$ cat config.mk
export PLATFORM = sky130hd
export DESIGN_NAME = alu_pipe_flat
export DESIGN_NICKNAME = d
export VERILOG_FILES = /design/src/rtl/alu_pkg.sv /design/src/rtl/alu_pipe_if.sv /design/src/rtl/alu_mul_iter.sv /design/src/rtl/alu_pipe.sv /design/src/flat_wrapper.sv
export SDC_FILE = /design/constraint.sdc
export NUM_CORES = 1
export LEC_CHECK = 0
export CORE_MARGIN = 1
export CORE_UTILIZATION = 50
export CTS_BUF_LIST = sky130_fd_sc_hd__clkbuf_8
export CTS_CLUSTER_DIAMETER = 40
export CTS_CLUSTER_SIZE = 12
export DETAILED_ROUTE_END_ITERATION = 10
export PLACE_DENSITY_LB_ADDON = 0.3
export SYNTH_ARGS = -nofsm -noshare
export SYNTH_HDL_FRONTEND = slang
export SYNTH_HIERARCHICAL = 1
export SYNTH_SLANG_ARGS = --single-unit
$ cat constraint.sdc
create_clock -name clk -period 2.51 [get_ports clk]
set_input_delay 0.502 -clock clk [delete_from_list [all_inputs] [get_ports clk]]
set_output_delay 0.502 -clock clk [all_outputs]
set_load 0.02 [all_outputs]
$ cat src/rtl/alu_pkg.sv
// rtl/alu_pkg.sv - op codes, FSM encoding and default width for alu_pipe
package alu_pkg;

    localparam int ALU_DEFAULT_WIDTH = 32;

    localparam logic [3:0] ALU_AND  = 4'd0;
    localparam logic [3:0] ALU_OR   = 4'd1;
    localparam logic [3:0] ALU_ADD  = 4'd2;
    localparam logic [3:0] ALU_XOR  = 4'd3;
    localparam logic [3:0] ALU_NOR  = 4'd4;
    localparam logic [3:0] ALU_SLTU = 4'd5;
    localparam logic [3:0] ALU_SUB  = 4'd6;
    localparam logic [3:0] ALU_SLT  = 4'd7;
    localparam logic [3:0] ALU_SLL  = 4'd8;
    localparam logic [3:0] ALU_SRL  = 4'd9;
    localparam logic [3:0] ALU_SRA  = 4'd10;
    localparam logic [3:0] ALU_MUL  = 4'd11;

    typedef enum logic [1:0] {
        ST_IDLE = 2'd0,
        ST_BUSY = 2'd1,
        ST_HOLD = 2'd2
    } state_t;

endpackage

$ cat src/rtl/alu_pipe_if.sv
// rtl/alu_pipe_if.sv - operand-issue and result handshake bundle for alu_pipe
interface alu_pipe_if
    import alu_pkg::*;
#(
    parameter int WIDTH = ALU_DEFAULT_WIDTH
) ();

    logic             in_valid;
    logic             in_ready;
    logic [3:0]       in_op;
    logic [WIDTH-1:0] in_a;
    logic [WIDTH-1:0] in_b;
    logic             out_valid;
    logic             out_ready;
    logic [WIDTH-1:0] out_result;
    logic             out_zero;
    logic             out_ovf;

    modport slave (
        input  in_valid, in_op, in_a, in_b, out_ready,
        output in_ready, out_valid, out_result, out_zero, out_ovf
    );

    modport master (
        output in_valid, in_op, in_a, in_b, out_ready,
        input  in_ready, out_valid, out_result, out_zero, out_ovf
    );

endinterface

$ cat src/rtl/alu_mul_iter.sv
// rtl/alu_mul_iter.sv - iterative shift-add multiplier, low WIDTH bits, WIDTH cycles
module alu_mul_iter #(
    parameter int WIDTH = 32
) (
    input  logic             clk,
    input  logic             rst_n,
    input  logic             start,
    input  logic [WIDTH-1:0] a,
    input  logic [WIDTH-1:0] b,
    output logic             done,
    output logic [WIDTH-1:0] p
);

    localparam int SHW = $clog2(WIDTH);

    logic [WIDTH-1:0] acc;
    logic [WIDTH-1:0] mcand;
    logic [WIDTH-1:0] mplier;
    logic [SHW-1:0]   cnt;
    logic             busy;

    // p already folds in the current step, so on the last cycle it is the final product
    assign p    = acc + (mplier[0] ? mcand : '0);
    assign done = busy && (cnt == SHW'(WIDTH - 1));

    always_ff @(posedge clk or negedge rst_n) begin
        if (!rst_n) begin
            acc    <= '0;
            mcand  <= '0;
            mplier <= '0;
            cnt    <= '0;
            busy   <= 1'b0;
        end else if (start) begin
            acc    <= '0;
            mcand  <= a;
            mplier <= b;
            cnt    <= '0;
            busy   <= 1'b1;
        end else if (busy) begin
            acc    <= p;
            mcand  <= mcand << 1;
            mplier <= mplier >> 1;
            cnt    <= cnt + 1'b1;
            if (done) begin
                busy <= 1'b0;
            end
        end
    end

endmodule

$ cat src/rtl/alu_pipe.sv
// rtl/alu_pipe.sv - registered handshaked ALU; ALU_MUL_EN enables iterative MUL (op 11)
module alu_pipe
    import alu_pkg::*;
#(
    parameter int WIDTH = ALU_DEFAULT_WIDTH
) (
    input  logic      clk,
    input  logic      rst_n,
    alu_pipe_if.slave bus
);

    localparam int SHW = $clog2(WIDTH);

    state_t           state_q, state_d;
    logic             take;
    logic             load_alu;
    logic [3:0]       op;
    logic [SHW-1:0]   shamt;
    logic [WIDTH-1:0] sum, diff;
    logic [WIDTH-1:0] alu_res;
    logic             alu_ovf;
    logic [WIDTH-1:0] res_q;
    logic             zero_q, ovf_q;

    // op is forced to a known code when nothing is presented so X never reaches the mux
    assign op    = bus.in_valid ? bus.in_op : ALU_AND;
    assign shamt = bus.in_b[SHW-1:0];
    assign sum   = bus.in_a + bus.in_b;
    assign diff  = bus.in_a - bus.in_b;

    always_comb begin
        alu_res = '0;
        alu_ovf = 1'b0;
        case (op)
            ALU_AND:  alu_res = bus.in_a & bus.in_b;
            ALU_OR:   alu_res = bus.in_a | bus.in_b;
            ALU_XOR:  alu_res = bus.in_a ^ bus.in_b;
            ALU_NOR:  alu_res = ~(bus.in_a | bus.in_b);
            ALU_SLTU: alu_res = {{(WIDTH-1){1'b0}}, (bus.in_a < bus.in_b)};
            ALU_SLT:  alu_res = {{(WIDTH-1){1'b0}}, ($signed(bus.in_a) < $signed(bus.in_b))};
            ALU_SLL:  alu_res = bus.in_a << shamt;
            ALU_SRL:  alu_res = bus.in_a >> shamt;
            ALU_SRA:  alu_res = WIDTH'($signed(bus.in_a) >>> shamt);
            ALU_SUB: begin
                alu_res = diff;
                alu_ovf = (bus.in_a[WIDTH-1] != bus.in_b[WIDTH-1]) &&
                          (diff[WIDTH-1] != bus.in_a[WIDTH-1]);
            end
            default: begin
                alu_res = sum;
                alu_ovf = (bus.in_a[WIDTH-1] == bus.in_b[WIDTH-1]) &&
                          (sum[WIDTH-1] != bus.in_a[WIDTH-1]);
            end
        endcase
    end

`ifdef ALU_MUL_EN
    logic             is_mul;
    logic             mul_start;
    logic             mul_done;
    logic             load_mul;
    logic [WIDTH-1:0] mul_p;

    assign is_mul = (op == ALU_MUL);

    alu_mul_iter #(
        .WIDTH (WIDTH)
    ) u_mul (
        .clk   (clk),
        .rst_n (rst_n),
        .start (mul_start),
        .a     (bus.in_a),
        .b     (bus.in_b),
        .done  (mul_done),
        .p     (mul_p)
    );
`endif

    always_ff @(posedge clk or negedge rst_n) begin
        if (!rst_n) begin
            state_q <= ST_IDLE;
        end else begin
            state_q <= state_d;
        end
    end

    always_comb begin
        state_d       = state_q;
        bus.in_ready  = 1'b0;
        bus.out_valid = 1'b0;
        take          = 1'b0;
        load_alu      = 1'b0;
`ifdef ALU_MUL_EN
        mul_start     = 1'b0;
        load_mul      = 1'b0;
`endif
        case (state_q)
            ST_IDLE: begin
                bus.in_ready = 1'b1;
                take         = bus.in_valid;
            end
            ST_BUSY: begin
`ifdef ALU_MUL_EN
                if (mul_done) begin
                    load_mul = 1'b1;
                    state_d  = ST_HOLD;
                end
`else
                state_d = ST_IDLE;
`endif
            end
            ST_HOLD: begin
                bus.out_valid = 1'b1;
                bus.in_ready  = bus.out_ready;
                take          = bus.out_ready && bus.in_valid;
                if (bus.out_ready && !bus.in_valid) begin
                    state_d = ST_IDLE;
                end
            end
            default: state_d = ST_IDLE;
        endcase

        if (take) begin
`ifdef ALU_MUL_EN
            if (is_mul) begin
                mul_start = 1'b1;
                state_d   = ST_BUSY;
            end else begin
                load_alu = 1'b1;
                state_d  = ST_HOLD;
            end
`else
            load_alu = 1'b1;
            state_d  = ST_HOLD;
`endif
        end
    end

    always_ff @(posedge clk or negedge rst_n) begin
        if (!rst_n) begin
            res_q  <= '0;
            zero_q <= 1'b0;
            ovf_q  <= 1'b0;
        end else if (load_alu) begin
            res_q  <= alu_res;
            zero_q <= (alu_res == '0);
            ovf_q  <= alu_ovf;
`ifdef ALU_MUL_EN
        end else if (load_mul) begin
            res_q  <= mul_p;
            zero_q <= (mul_p == '0);
            ovf_q  <= 1'b0;
`endif
        end
    end

    assign bus.out_result = res_q;
    assign bus.out_zero   = zero_q;
    assign bus.out_ovf    = ovf_q;

endmodule
$ cat src/flat_wrapper.sv
// flat-port wrapper written by rule: the top's interface ports become plain ports
module alu_pipe_flat import alu_pkg::*;
#(
    parameter int WIDTH = ALU_DEFAULT_WIDTH
)
  (clk, rst_n, bus_in_valid, bus_in_op, bus_in_a, bus_in_b, bus_out_ready, bus_in_ready, bus_out_valid, bus_out_result, bus_out_zero, bus_out_ovf);
  alu_pipe_if #(.WIDTH(WIDTH)) bus_i ();
  input  logic clk;
  input  logic rst_n;
  input wire logic [$bits(bus_i.in_valid)-1:0] bus_in_valid;
  input wire logic [$bits(bus_i.in_op)-1:0] bus_in_op;
  input wire logic [$bits(bus_i.in_a)-1:0] bus_in_a;
  input wire logic [$bits(bus_i.in_b)-1:0] bus_in_b;
  input wire logic [$bits(bus_i.out_ready)-1:0] bus_out_ready;
  output wire logic [$bits(bus_i.in_ready)-1:0] bus_in_ready;
  output wire logic [$bits(bus_i.out_valid)-1:0] bus_out_valid;
  output wire logic [$bits(bus_i.out_result)-1:0] bus_out_result;
  output wire logic [$bits(bus_i.out_zero)-1:0] bus_out_zero;
  output wire logic [$bits(bus_i.out_ovf)-1:0] bus_out_ovf;
  assign bus_i.in_valid = bus_in_valid;
  assign bus_i.in_op = bus_in_op;
  assign bus_i.in_a = bus_in_a;
  assign bus_i.in_b = bus_in_b;
  assign bus_i.out_ready = bus_out_ready;
  assign bus_in_ready = bus_i.in_ready;
  assign bus_out_valid = bus_i.out_valid;
  assign bus_out_result = bus_i.out_result;
  assign bus_out_zero = bus_i.out_zero;
  assign bus_out_ovf = bus_i.out_ovf;
  alu_pipe #(.WIDTH(WIDTH)) u_core (.clk(clk), .rst_n(rst_n), .bus(bus_i));
endmodule
==> qor.csv, run 1 <==
stage,metric,value,unit
synthesis,synthTopCellsByArea,"ha_1, dfrtp_1, mux4_2",
synthesis,syn-cell-area,0.01147,mm2
floorplanning,io_pins,108,
global_routing,grt_max_degree,51,
place,place.gp.congestion,1.154,
place,dp_slack,-1.957,ns
status,status,did not finish,
status,lastStage,global routing (5_1_grt),
synthesis,syn_area_per_cell,7.625,um2
synthesis,async_reset_ff_share,100.0,%
synthesis,synth_top_area_share,10.58,%
synthesis,synth_ff_type,dfrtp_1,
timing,endpoint_type,sequential cell input,
clocking,numCtsBuffers,5,
place,placed_area,0.01713,mm2
floorplanning,dieHeight,153.5,um
clocking,h-tree-depth,2,
synthesis,synth_area_leader_cell,ha_1,
synthesis,ys_seq_area_share,7.637,%
clocking,clock_sinks,35,
place,dp_hpwl,48460,um
place,dpl.cell_count,2399,
synthesis,synthCells,1504,
floorplanning,num_rows,55,
floorplanning,start_util,50.81,%
clocking,cts_root_buffer,clkbuf_8,
synthesis,yosys_warnings,6,
synthesis,syn_nets,1675,
timing,worstEndpointGrtRepair,u_core/bus.out_zero$_DFFE_PN0P_/D,
synthesis,synth_edf_count,0,
floorplanning,die_w,153.5,um
status,firstError,[ERROR GRT-0232] Routing congestion too high. Check the congestion heatmap in the GUI.,
place,io_buffers,107,
global_routing,grt-ovfl-total,116,
synthesis,ys_ff_latch,35,
clocking,cts.path.max_buffers,2,
synthesis,ys_types,92,
global_routing,grt_usage,81.57,%
==> cell usage after synthesis (17+ instances only) <==
| library cell | n |
|---|---|
| o221ai_1 | 17 |
| mux2i_1 | 41 |
| inv_1 | 92 |
| buf_2 | 17 |
| o21ai_0 | 103 |
| a221o_1 | 29 |
| a221oi_1 | 21 |
| a21oi_1 | 99 |
| mux2_2 | 35 |
| nor2_1 | 106 |
| mux4_2 | 33 |
| nand2b_1 | 24 |
| dfrtp_1 | 35 |
| nor3_1 | 40 |
| nand2_1 | 169 |
| nor2b_1 | 24 |
| mux4_1 | 26 |
| a211oi_1 | 17 |
| clkbuf_1 | 75 |
| ha_1 | 97 |
| a21o_1 | 19 |
| o211ai_1 | 22 |
| nand3_1 | 36 |
==> cell families after synthesis <==
family	synth area share, %
AND/OR/NAND/NOR	20.84
flip-flops	7.637
AO/OA/AOI/OAI	31.32
XOR/XNOR	0.9928
buffers and inverters	8.826
multiplexers	19.45
adder cells (fa/ha/maj)	10.93
==> metal layers <==
layer,GRT overflow,GRT usage [%]
met4,49,82.71
met2,66,96.39
met5,0,25.47
met3,1,67.59
met1,0,82.59
==> metrics by stage <==
stage / setup TNS [ns] / utilization [%]
after floorplan: -18.25 / -
after global placement: -42.45 / 75.90
after detailed placement: -43.90 / 75.90
after CTS: -15.26 / 86.21
==> what timing repair did <==
item,4_1_cts
pin swaps,133
gates cloned,2
hold buffers,0
hold endpoints to repair,0
endpoints found under the setup margin,34
gates resized for setup,510
buffers inserted,76
==> inputs of run 2 (changes only) <==
Settings changed: CORE_UTILIZATION 50 to 35, CTS_BUF_LIST sky130_fd_sc_hd__clkbuf_8 to default, CTS_CLUSTER_DIAMETER 40 to default, CTS_CLUSTER_SIZE 12 to default, PLACE_DENSITY_LB_ADDON 0.3 to 0.15.
==> run 2 against run 1 <==
Effect of this change:
- synthesized cell count did not move
- area after synthesis stayed put
- the flow now finishes, with violations (negative setup slack)
==> qor.csv, run 2 <==
stage,metric,value,unit
status,status,"complete, but fails checks",
status,violations,negative setup slack,
timing,timing.fmax,273.7,MHz
timing,finalCritPeriodShare,145.6,%
global_routing,grt_pass1_wl,100500,um
critical_path,critPathSlowestCell,mux4_2,
synthesis,yosys_warnings,6,
critical_path,worstPathCellList,buf_16 > buf_12 > mux4_2 > mux2_4 > buf_6 > mux4_2 > a221o_1 > nor2_1 > and4_1 > nand4_1 > nor4_2 > buf_4 > and4_1 > a32o_2,
synthesis,synth_ff_type,dfrtp_1,
synthesis,synthTopCellsByArea,"ha_1, dfrtp_1, mux4_2",
timing,rsz0062_at_grt,true,
synthesis,ys_seq_area_share,7.637,%
floorplanning,die_area,0.03349,mm2
floorplanning,core,0.03188,mm2
detailed_routing,vias,16480,
synthesis,synth_most_common_cell,nand2_1,
cells_and_area,num_antenna_cells,0,
synthesis,ys_types,92,
global_routing,grt_antenna_before_repair,1,
clocking,cts.path.max_buffers,2,
timing,report.final.slew_viol_count,0,
cells_and_area,finish.utilization,66.61,%
global_routing,grt_usage,39.89,%
cells_and_area,nNetsFinal,2441,
detailed_routing,drc_errors,0,
floorplanning,num_rows,65,
timing,setup_viol,33,
critical_path,start_kind,input port,
timing,clock_skew,0.007181,ns
hold_path,hold_path_class,input port to asynchronous set/reset pin,
synthesis,synth_top_area_share,10.58,%
critical_path,critPathKind,input port to flop,
global_routing,grt_util_met1,53.08,%
timing,max_slew.worst_pin.slew,0.8086,ns
synthesis,ys_ff_latch,35,
critical_path,cp.required,2.73,ns
clocking,cts_root_buffer,clkbuf_16,
critical_path,cp_slowest_stage_delay,0.50,ns
power,p_sw_share,43.67,%
synthesis,async_reset_ff_share,100.0,%
global_routing,busiest_layer,met2,
power,p_per_area,311.0,mW/mm2
place,io_buffers,107,
floorplanning,die_w,183.0,um
global_routing,grt_use_met2,63.54,%
synthesis,syn_area_per_cell,7.625,um2
detailed_routing,routed_wire_length_per_instance,25.36,um
clocking,clkLatencyLatePin,0.29,ns
global_routing,grt-ovfl-total,0,
critical_path,end_kind,flop,
clocking,path_clk_slew,0.06,ns
floorplanning,io_pins,108,
timing,maxSlewHeadroom,46.09,%
clocking,numCtsBuffers,5,
detailed_routing,first_pass_iters,6,
detailed_routing,antenna_left,0,
clocking,cts_tree,yes,
cells_and_area,final.fill_count,2836,
timing,period_needed,3.654,ns
synthesis,syn-cell-area,0.01147,mm2
power,pwr-share-seq,11.2,%
power,p_switching,0.002883,W
global_routing,grt_max_degree,51,
global_routing,use_met3,5.838,%
power,pwr-share-comb,78.8,%
clocking,postCtsHoldBufs,0,
power,pwr-share-clk,10.1,%
place,placed_area,0.01748,mm2
power,internal_power,0.003720,W
clocking,clock_sinks,35,
cells_and_area,largest_reg_flops,32,
cells_and_area,syn2layout_area_growth,85.15,%
run,cap_violations,0,
synthesis,syn_nets,1675,
detailed_routing,routed_wl,68630,um
synthesis,synthCells,1504,
place,dp_hpwl,53430,um
critical_path,cp_max_fo,6,
synthesis,synth_area_leader_cell,ha_1,
detailed_routing,drt_first_iter_violations,1779,
synthesis,ys_top_cells_by_count,"nand2_1, nor2_1, o21ai_0",
place,place.gp.congestion,1.035,
cells_and_area,mostFrequentLayoutCell,buf_4,
detailed_routing,vias_per_cell,6.090,
clocking,h-tree-depth,2,
cells_and_area,final_layout_size_suffix_gt1_share,55.04,%
cells_and_area,layout_common_cells,"buf_4, nand2_1, buf_6",
timing,finalHoldViolCount,0,
timing,fin_ws,-1.144,ns
power,peakVddDrop,0.2779,mV
critical_path,critPathArrivalTime,3.88,ns
floorplanning,start_util,35.97,%
synthesis,synth_edf_count,0,
cells_and_area,final_area,0.02123,mm2
floorplanning,dieHeight,183.0,um
power,p_leak,9.294,nW
global_routing,grt_pass1_vias,16120,
## run 2: final cells by class
| class | instances | area (um2) | area share [%] |
|---|---|---|---|
| Inverter | 96 | 394.1 | 1.856 |
| Sequential cell | 35 | 875.8 | 4.125 |
| Timing Repair Buffer | 882 | 7545 | 35.53 |
| Multi-Input combinational cell | 1250 | 11720 | 55.19 |
| Clock buffer | 8 | 156.4 | 0.7366 |
| Tap cell | 435 | 544.3 | 2.563 |
## run 2: worst paths after layout
path / depth (start not counted) / start / slack, ns / to
max: 14 / bus_in_b[1] / -1.14 / u_core/bus.out_zero
min: 1 / rst_n / 0.30 / u_core/bus.out_ovf
max reg2reg: 12 / u_core/state_q[1] / -0.12 / u_core/bus.out_zero
min reg2reg: 2 / u_core/bus.out_result[27] / 0.48 / u_core/bus.out_result[27]
max in group asynchronous: 1 / rst_n / 1.68 / u_core/bus.out_result[8]
min in group clk: 2 / u_core/bus.out_result[27] / 0.48 / u_core/bus.out_result[27]
## run 2: logic make-up after synthesis
logic type / Yosys count / share of synthesized area (%)
adders and majority gates: 99 / 10.93
muxes: 135 / 19.45
DFF: 35 / 7.637
buffers and inverters: 219 / 8.826
AOI/OAI and AO/OA: 506 / 31.32
and+or+nand+nor: 497 / 20.84
xor gates and xnor gates: 13 / 0.9928
## run 2: critical path, delay by kind of cell
family | cells | cell delay, ns
muxes | 3 | 1.33
and+or+nand+nor | 5 | 0.98
buffers and inverters | 4 | 0.54
AOI/OAI and AO/OA | 2 | 0.50
## run 2: repair_timing
action                     in CTS  in global routing
gates cloned                    7                  0
pin swaps                     129                102
buffers inserted              108                 32
setup endpoints to repair      34                 34
resized for setup             568                178
## run 2: metal layers
layer  vias to the layer above  routed length [um]
met5                         -                  13
met4                         2                3826
met3                       189                6238
met2                      1007               30660
met1                      7977               27890
li1                       7305                   -
## run 2: power by group through the flow
stage	Combinational (W)	Sequential (W)	Clock, W
2_1_floorplan	0.00177	0.000888	0
3_3_place_gp	0.00403	0.000743	0
3_5_place_dp	0.00403	0.000749	0
4_1_cts	0.00478	0.000739	0.000682
5_1_grt	0.00542	0.000753	0.000705
6_report	0.00520	0.000737	0.000666
## run 2: metrics by stage
stage | TNS, ns | hold slack (ns) | setup slack, ns | total power (W) | instances
after floorplan | -18.25 | 0.2064 | -1.177 | 0.002657 | 1504
after global placement | -45.03 | 0.4632 | -2.033 | 0.004774 | 2557
after detailed placement | -45.38 | 0.4696 | -2.047 | 0.004784 | 2557
after CTS | -16.81 | 0.3309 | -1.167 | 0.006196 | 2678
after global routing | -19.50 | 0.3699 | -1.185 | 0.006882 | 2706
final | -17.46 | 0.2986 | -1.144 | 0.006603 | 2706
Power figures use the tool's default switching activity.
